[config.mk]
export PLATFORM = sky130hd
export DESIGN_NAME = comb_engine
export DESIGN_NICKNAME = d
export VERILOG_FILES = /design/src/rtl/comb_engine.sv
export SDC_FILE = /design/constraint.sdc
export NUM_CORES = 1
export LEC_CHECK = 0
export BUFFER_PORTS_ARGS = -buffer_cell sky130_fd_sc_hd__buf_2
export CORE_UTILIZATION = 45
export DETAILED_ROUTE_END_ITERATION = 8
export GPL_ROUTABILITY_DRIVEN = 0
export RECOVER_POWER = 100
export SLEW_MARGIN = 10
export SYNTH_ARGS = -nofsm -noshare
export SYNTH_HDL_FRONTEND = slang
export SYNTH_SLANG_ARGS = --single-unit
[constraint.sdc]
create_clock -name clk -period 9.1 [get_ports clk]
set_input_delay 2.73 -clock clk [delete_from_list [all_inputs] [get_ports clk]]
set_output_delay 2.73 -clock clk [all_outputs]
set_load 0.02 [all_outputs]
[src/rtl/comb_engine.sv]
// comb_engine: counts C(n,m) by depth-first expansion of Pascal's rule
// over an internal LIFO of (n,m) pairs. Each leaf adds one to the result.
// The result saturates at its maximum width. A full stack aborts the run.
module comb_engine #(
  parameter int W     = 4,
  parameter int DEPTH = 16,
  parameter int RW    = 13
) (
  input  logic          clk,
  input  logic          rst,
  input  logic          start,
  input  logic [W-1:0]  n,
  input  logic [W-1:0]  m,
  output logic          busy,
  output logic          done,
  output logic [RW-1:0] result,
  output logic          err_arg,
  output logic          err_ovf,
  output logic          sat
);

  localparam int PW = $clog2(DEPTH + 1);
  localparam int IW = (DEPTH > 1) ? $clog2(DEPTH) : 1;

  typedef enum logic [2:0] {
    IDLE   = 3'd0,
    POP    = 3'd1,
    EVAL   = 3'd2,
    PUSH_A = 3'd3,
    PUSH_B = 3'd4,
    DONE   = 3'd5
  } state_t;

  state_t         state, nxt;
  logic [PW-1:0]  sp;
  logic [PW-1:0]  sp_m1;
  logic [IW-1:0]  wr_idx;
  logic [IW-1:0]  top_idx;
  logic [W-1:0]   wn, wm;
  logic [W-1:0]   stk_n [DEPTH];
  logic [W-1:0]   stk_m [DEPTH];

  logic           push, pop, inc, go_ok, go_err, ovf_hit;
  logic [W-1:0]   pn, pm;
  logic           empty, full, leaf;

  assign sp_m1   = sp - PW'(1);
  assign wr_idx  = sp[IW-1:0];
  assign top_idx = sp_m1[IW-1:0];
  assign empty   = (sp == '0);
  assign full    = (sp == PW'(DEPTH));
  assign leaf    = (wm == '0) || (wm == wn);

  assign busy = (state != IDLE);
  assign done = (state == DONE);

  // State register
  always_ff @(posedge clk or negedge rst) begin
    if (!rst) state <= IDLE;
    else      state <= nxt;
  end

  // Next-state and per-cycle control decode
  always_comb begin
    nxt     = state;
    push    = 1'b0;
    pop     = 1'b0;
    inc     = 1'b0;
    go_ok   = 1'b0;
    go_err  = 1'b0;
    ovf_hit = 1'b0;
    pn      = '0;
    pm      = '0;
    case (state)
      IDLE: begin
        if (start) begin
          // An invalid request also passes through POP: the stack is
          // always empty in IDLE, so POP falls straight through to DONE,
          // giving the one-cycle-delayed completion.
          nxt = POP;
          if (m <= n) begin
            go_ok = 1'b1;
            push  = 1'b1;
            pn    = n;
            pm    = m;
          end else begin
            go_err = 1'b1;
          end
        end
      end
      POP: begin
        if (empty) begin
          nxt = DONE;
        end else begin
          pop = 1'b1;
          nxt = EVAL;
        end
      end
      EVAL: begin
        if (leaf) begin
          inc = 1'b1;
          nxt = POP;
        end else begin
          nxt = PUSH_A;
        end
      end
      PUSH_A: begin
        if (full) begin
          ovf_hit = 1'b1;
          nxt     = DONE;
        end else begin
          push = 1'b1;
          pn   = wn - W'(1);
          pm   = wm - W'(1);
          nxt  = PUSH_B;
        end
      end
      PUSH_B: begin
        if (full) begin
          ovf_hit = 1'b1;
          nxt     = DONE;
        end else begin
          push = 1'b1;
          pn   = wn - W'(1);
          pm   = wm;
          nxt  = POP;
        end
      end
      DONE: nxt = IDLE;
      default: nxt = IDLE;
    endcase
  end

  // Stack pointer, working pair, result accumulator and status flags
  always_ff @(posedge clk or negedge rst) begin
    if (!rst) begin
      sp      <= '0;
      result  <= '0;
      err_arg <= 1'b0;
      err_ovf <= 1'b0;
      sat     <= 1'b0;
      wn      <= '0;
      wm      <= '0;
    end else begin
      if (go_ok || go_err) begin
        result  <= '0;
        err_arg <= go_err;
        err_ovf <= 1'b0;
        sat     <= 1'b0;
      end
      // An aborted run leaves entries behind; DONE discards them.
      if (push)               sp <= sp + PW'(1);
      else if (pop)           sp <= sp_m1;
      else if (state == DONE) sp <= '0;
      if (pop) begin
        wn <= stk_n[top_idx];
        wm <= stk_m[top_idx];
      end
      if (inc) begin
        if (result == '1) sat    <= 1'b1;
        else              result <= result + RW'(1);
      end
      if (ovf_hit) err_ovf <= 1'b1;
    end
  end

  // Stack storage; contents are don't-care after reset
  always_ff @(posedge clk) begin
    if (push) begin
      stk_n[wr_idx] <= pn;
      stk_m[wr_idx] <= pm;
    end
  end

endmodule

==> impl_metrics.ini, run 1 <==
[outcome]
outcome = finished with violations
violations = capacitance limit, slew limit

[sta]
slew_viol_final = 123
setup_slack_ps = 3250
finalCritPeriodShare_pct = 64.2
fin_tns_setup_ps = 0
finalSetupViolations = 0
hold_viol = 0
rsz0062_at_grt = no
clock.fmax_ghz = 0.171
tightest_slew_ps = 2920
relSlewSlack_pct = -94.9
fin_skew_ps = 9.34
post-route-min-period_ps = 5850

[global_route]
grt_pass1_vias = 4058
antenna_found_initial = 0
grtUsageTotal_pct = 20.2
gr-total-overflow = 0
grt_first_pass_wirelength_microns = 23000
grt_max_degree = 38

[pwr]
p_per_area_nw_per_um2 = 189
netSwitchingPower_uw = 314
swShare_pct = 21.2
power_frac_clock_pct = 46.7
p_leak_nw = 2.41
p_int_mw = 1.17
seqPwrFrac_pct = 52.6
comb_power_share_pct = 0.7
irDropWorstVdd_uv = 129

[synthesis]
synth.net_count = 465
ys_seq_area_share_pct = 66.5
yosysMostFrequentCell = edfxtp_1
synthTopCellsByArea = edfxtp_1 (55%), dfrtp_1 (11%), mux4_2 (10%)
netlist_area_sq_um = 6980
synth_edf_count = 128
ys_types = 55
synth_top_area_share_pct = 55.1
ys_top_cells_by_count = edfxtp_1 (128), dfrtp_1 (32), mux4_2 (32), nand2_1 (30), nor2_1 (25)
syn_inst = 442
async_flop_share_pct = 20.0
synth_top_area_cell = edfxtp_1
ys_ff_latch = 160
synth-main-ff-cell = edfxtp_1
synth.avg_cell_area_sq_um = 15.8
synth_warnings = 0

[die]
start_util_pct = 46.1
die-area_sq_um = 16000
core_sq_um = 15100
die_x_microns = 127
ioPinCount = 29
fp.dieH_microns = 127
rows = 45

[clock_tree]
cts.sinks = 160
clock_latency_ps = 430
htreeDepth = 4
clkTransAtPathRegs_ps = 60
tritoncts = done
cts_made_buffers = 17
holdBufCountCts = 0
clk_path_buf_depth = 2
post_cts_buffers = 0
cts.repair.resized = 0
root_buffer = clkbuf_16

[setup_path]
arrival_ps = 5790
r2r-end = stk_n[2][0]
endpoint_kind = flip-flop
worstReg2RegStart = sp[0]
startpoint_type = flip-flop
regToRegSetupSlack_ps = 3250
reg2reg_depth = 7
critPathMaxFanout = 37
cp.required_ps = 9040
setup.worst_path.class = reg -> reg

[routing]
drc = 0
wl_per_cell_microns = 21.7
routed_via_density = 5.78
wirelength_microns = 14800
drtIter0Drc = 299
vias = 3929
ant_nets = 0
drt_pre_antenna_iters = 5

[finish]
area_delta_synth_final_pct = 12.4
stdcell_area_sq_um = 7840
fillers = 1239
drive_gt1_share_pct = 15.9
layout.nets = 502
diodes = 0

[placed_design]
io_buffers = 28
placed_area_sq_um = 7340
dpl.hpwl_microns = 9720
place_ws_ps = 3460

[min_path]
min_delay_path_depth = 2
holdPathEnd = err_ovf
hp-class = reg -> reg
min_from = err_ovf

[flow_run]
max_cap_violations = 4
## cell type report
cell class	count	area [sq um]	share of cell area (%)
sequential	160	4650	59.2
timing repair buffer	37	148	1.88
multi-input combinational	249	2190	27.9
tap	188	235	3.00
inverter	14	52.6	0.670
clock buffer	17	425	5.42
clock inverter	15	150	1.91
## state kept, by name, summed over array words and instances, names as in the netlist
name / cells
wm: 4
sp: 5
err_arg: 1
stk_n: 64
wn: 4
stk_m: 64
err_ovf: 1
result: 13
state: 3
sat: 1
## power by group through the flow
stage / Sequential, mW / Combinational (mW) / Clock (mW)
6_report: 0.780 / 0.0102 / 0.693
2_1_floorplan: 0.796 / 0.00401 / 0
3_3_place_gp: 0.796 / 0.00993 / 0
5_1_grt: 0.780 / 0.0120 / 0.734
3_5_place_dp: 0.796 / 0.0108 / 0
4_1_cts: 0.780 / 0.0109 / 0.706
## metal layers
metal  track usage (%)  vias to the layer above  wire length, microns
met3              6.20                       25                   883
met4              8.15                        0                   303
met5                 0                        -                     0
met1              25.9                     1987                  6600
li1                  -                     1814                     -
met2              32.1                      103                  6990
## cells by family (layout without fill, tap and decap cells)
group | after synthesis | in the layout | synth area share, %
flops | 160 | 160 | 66.5
simple gates | 105 | 105 | 7.67
compound gates | 68 | 68 | 6.85
mux | 52 | 52 | 13.2
buf+inv | 33 | 83 | 2.08
fa+ha+maj | 12 | 12 | 2.15
xor+xnor | 12 | 12 | 1.51
## metrics by stage
stage / power, mW / std cells / hold slack [ps] / utilization [%]
2_1_floorplan: 0.800 / 442 / 494 / -
3_3_place_gp: 0.806 / 648 / 486 / 48.5
3_5_place_dp: 0.807 / 648 / 506 / 48.5
4_1_cts: 1.50 / 680 / 520 / 52.3
5_1_grt: 1.53 / 680 / 559 / 51.8
6_report: 1.48 / 680 / 524 / 51.8
## cells in the final DEF, fill, tap and decap left out, drive strengths merged, types with 4 or more instances in the layout
| cell | instances |
|---|---|
| a21o | 4 |
| a21oi | 7 |
| buf | 7 |
| clkbuf | 47 |
| clkinv | 5 |
| dfrtp | 32 |
| edfxtp | 128 |
| ha | 12 |
| inv | 22 |
| mux2i | 20 |
| mux4 | 32 |
| nand2 | 30 |
| nand3 | 9 |
| nand4 | 6 |
| nor2 | 25 |
| nor2b | 4 |
| nor3 | 10 |
| o211ai | 5 |
| o21ai | 21 |
| o22a | 4 |
| o22ai | 4 |
| o31ai | 5 |
| xor2 | 10 |
## worst max-delay path by stage
stage,start,endpoint,slack (ps),cells after the start
4_1_cts,n[1],stk_m[2][1],3960,9
3_3_place_gp,n[1],stk_m[0][0],3700,9
2_1_floorplan,n[1],stk_m[0][0],4280,7
3_5_place_dp,n[1],stk_m[2][2],3460,9
5_1_grt,sp[0],stk_n[0][0],2340,7
6_report,sp[0],stk_n[2][0],3250,7
## critical path, cell delays in order, from the launching register on
cell and delay [ps]:
dfrtp_2 330, clkbuf_1 2050, inv_1 480, ha_1 450, nor3b_1 160, nand2_1 170, nand2_1 130, o21ai_0 1550
Note: power is estimated with default switching activity, not from simulation.
==> run 2: changes to the inputs <==
- clock period: 9.1 -> 4.7 ns (I/O delays scaled with it)
==> run 2 against run 1 <==
Sequential cell count did not move. Register-to-register slack got worse by 2300 ps. Final area rose by 1.0%. Utilization rose by 0.54 points. Count of clock-buffer cells in the layout did not move. Clock power rose by 96%. Final cell count rose by 1.8%. The flow still finishes with violations (capacitance limit, slew limit). Sequential share of layout area fell by 0.61 points. Via count rose by 6.3%. Highest routed layer unchanged. Global-route usage rose by 1.6 points. Hold slack got worse by 13 ps.
==> impl_metrics.ini, run 2 (synthesis results as in run 1) <==
[sta]
rsz0062_at_grt = no
clock.fmax_ghz = 0.241
finalCritPeriodShare_pct = 88.2
fin_tns_setup_ps = 0
hold_viol = 0
fin_skew_ps = 8.12
finalSetupViolations = 0
post-route-min-period_ps = 4150
relSlewSlack_pct = -20.9
slew_viol_final = 33
tightest_slew_ps = 1810
whs_ps = 511

[setup_path]
r2r-end = stk_n[4][3]
startpoint_type = primary input
setup.worst_path.class = in -> reg
regToRegSetupSlack_ps = 1000
max_stage_delay_ps = 810
endpoint_kind = flip-flop
reg2reg_depth = 6
worstReg2RegStart = state[2]
path_buf_inv = 3
critPathMaxFanout = 16
path_cells = clkbuf_1, inv_1, ha_1, nor2b_1, o2111a_1, nor3_1, buf_4, nand2_1, o21ai_1
critPathTopFamily = simple AND/OR/NAND/NOR gates
arrival_ps = 4180
cp.required_ps = 4740
cp_slowest_cell = nor3_1

[finish]
layout.nets = 514
final_cell_mix = edfxtp_1 (128), mux4_2 (32), dfrtp_1 (31)
diodes = 0
final_util_pct = 52.3
final_common_cell = edfxtp_1
area_delta_synth_final_pct = 13.6
fin_cells = 692
reg_top3 = stk_m (64), stk_n (64), result (13)
drive_gt1_share_pct = 17.3

[global_route]
antenna_found_initial = 0
gr-total-overflow = 0
grtUsageTotal_pct = 21.8
grt_first_pass_wirelength_microns = 24900
grt_pass1_vias = 4253
grt_max_degree = 37

[clock_tree]
cts.sinks = 160
root_buffer = clkbuf_16
holdBufCountCts = 0
tritoncts = done
htreeDepth = 4
clk_path_buf_depth = 2
clock_latency_ps = 430
cts_made_buffers = 17
clkTransAtPathRegs_ps = 70
cts.repair.resized = 0
post_cts_buffers = 0

[outcome]
outcome = finished with violations
violations = capacitance limit, slew limit

[routing]
wirelength_microns = 16300
ant_nets = 0
wl_per_cell_microns = 23.5
drt_pre_antenna_iters = 5
drc = 0
vias = 4177
drtIter0Drc = 314
routed_via_density = 6.04

[min_path]
hp-class = reg -> reg
min_delay_path_depth = 1
min_from = sat
holdPathEnd = sat

[pwr]
power_mw = 2.89
p_leak_nw = 2.46
irDropWorstVdd_uv = 250
p_per_area_nw_per_um2 = 364

[placed_design]
io_buffers = 28
place_inst = 660
dpl.hpwl_microns = 10900

[die]
start_util_pct = 46.1
rows = 45
ioPinCount = 29
core_sq_um = 15100
die_x_microns = 127
die-area_sq_um = 16000
fp.dieH_microns = 127

[flow_run]
max_cap_violations = 1
[run 2: cell count changes in the layout (fill, tap and decap cells not counted), sizes merged]
cell      delta
inv          -2
buf         +12
clkinvlp     +1
clkinv       +1
[run 2: metrics by stage]
step	cell area [sq um]	worst slack, ps
after global routing	7930	459
after detailed placement	7440	623
after global placement	7440	672
after CTS	8020	1050
final	7930	554
after floorplan	6980	1200
[run 2: where the power goes]
group / switching [mW] / internal [mW]
sequential: 0 / 1.51
clock: 0.610 / 0.746
combinational: 0.0135 / 0.00709
[run 2: worst register-to-register path: cells and delay by family, from the launching register on]
family | cells | cell delay (ps)
flip-flops | 1 | 500
buffers and inverters | 1 | 290
AND/OR/NAND/NOR | 4 | 1800
AO/OA/AOI/OAI | 1 | 710
[run 2: per-layer routing]
metal / wire (microns) / vias up / GRT usage [%] / part of all wire (%)
li1: - / 1842 / - / -
met1: 7140 / 2161 / 28.9 / 44
met2: 7800 / 145 / 34.7 / 48
met3: 896 / 29 / 4.43 / 5.5
met4: 455 / 0 / 9.99 / 2.8
met5: 0 / - / 0 / 0
[run 2: final cells by class]
type                       instances  area [sq um]
clock buffer                      17           425
clock inverter                    15           154
fill                            1262          7220
inverter                          14          52.6
multi-input combinational        249          2170
sequential                       160          4650
tap                              188           235
timing repair buffer              49           238
[run 2: how the worst max path moves through the flow]
| stage | cells after the start | slack (ps) | endpoint | start |
|---|---|---|---|---|
| 6_report | 9 | 550 | stk_n[4][3] | n[1] |
| 5_1_grt | 9 | 460 | stk_m[12][1] | n[1] |
| 4_1_cts | 9 | 1050 | stk_m[15][3] | n[1] |
| 3_5_place_dp | 9 | 620 | stk_m[6][3] | n[1] |
| 3_3_place_gp | 9 | 670 | stk_m[3][3] | n[1] |
| 2_1_floorplan | 7 | 1200 | stk_m[0][0] | n[1] |
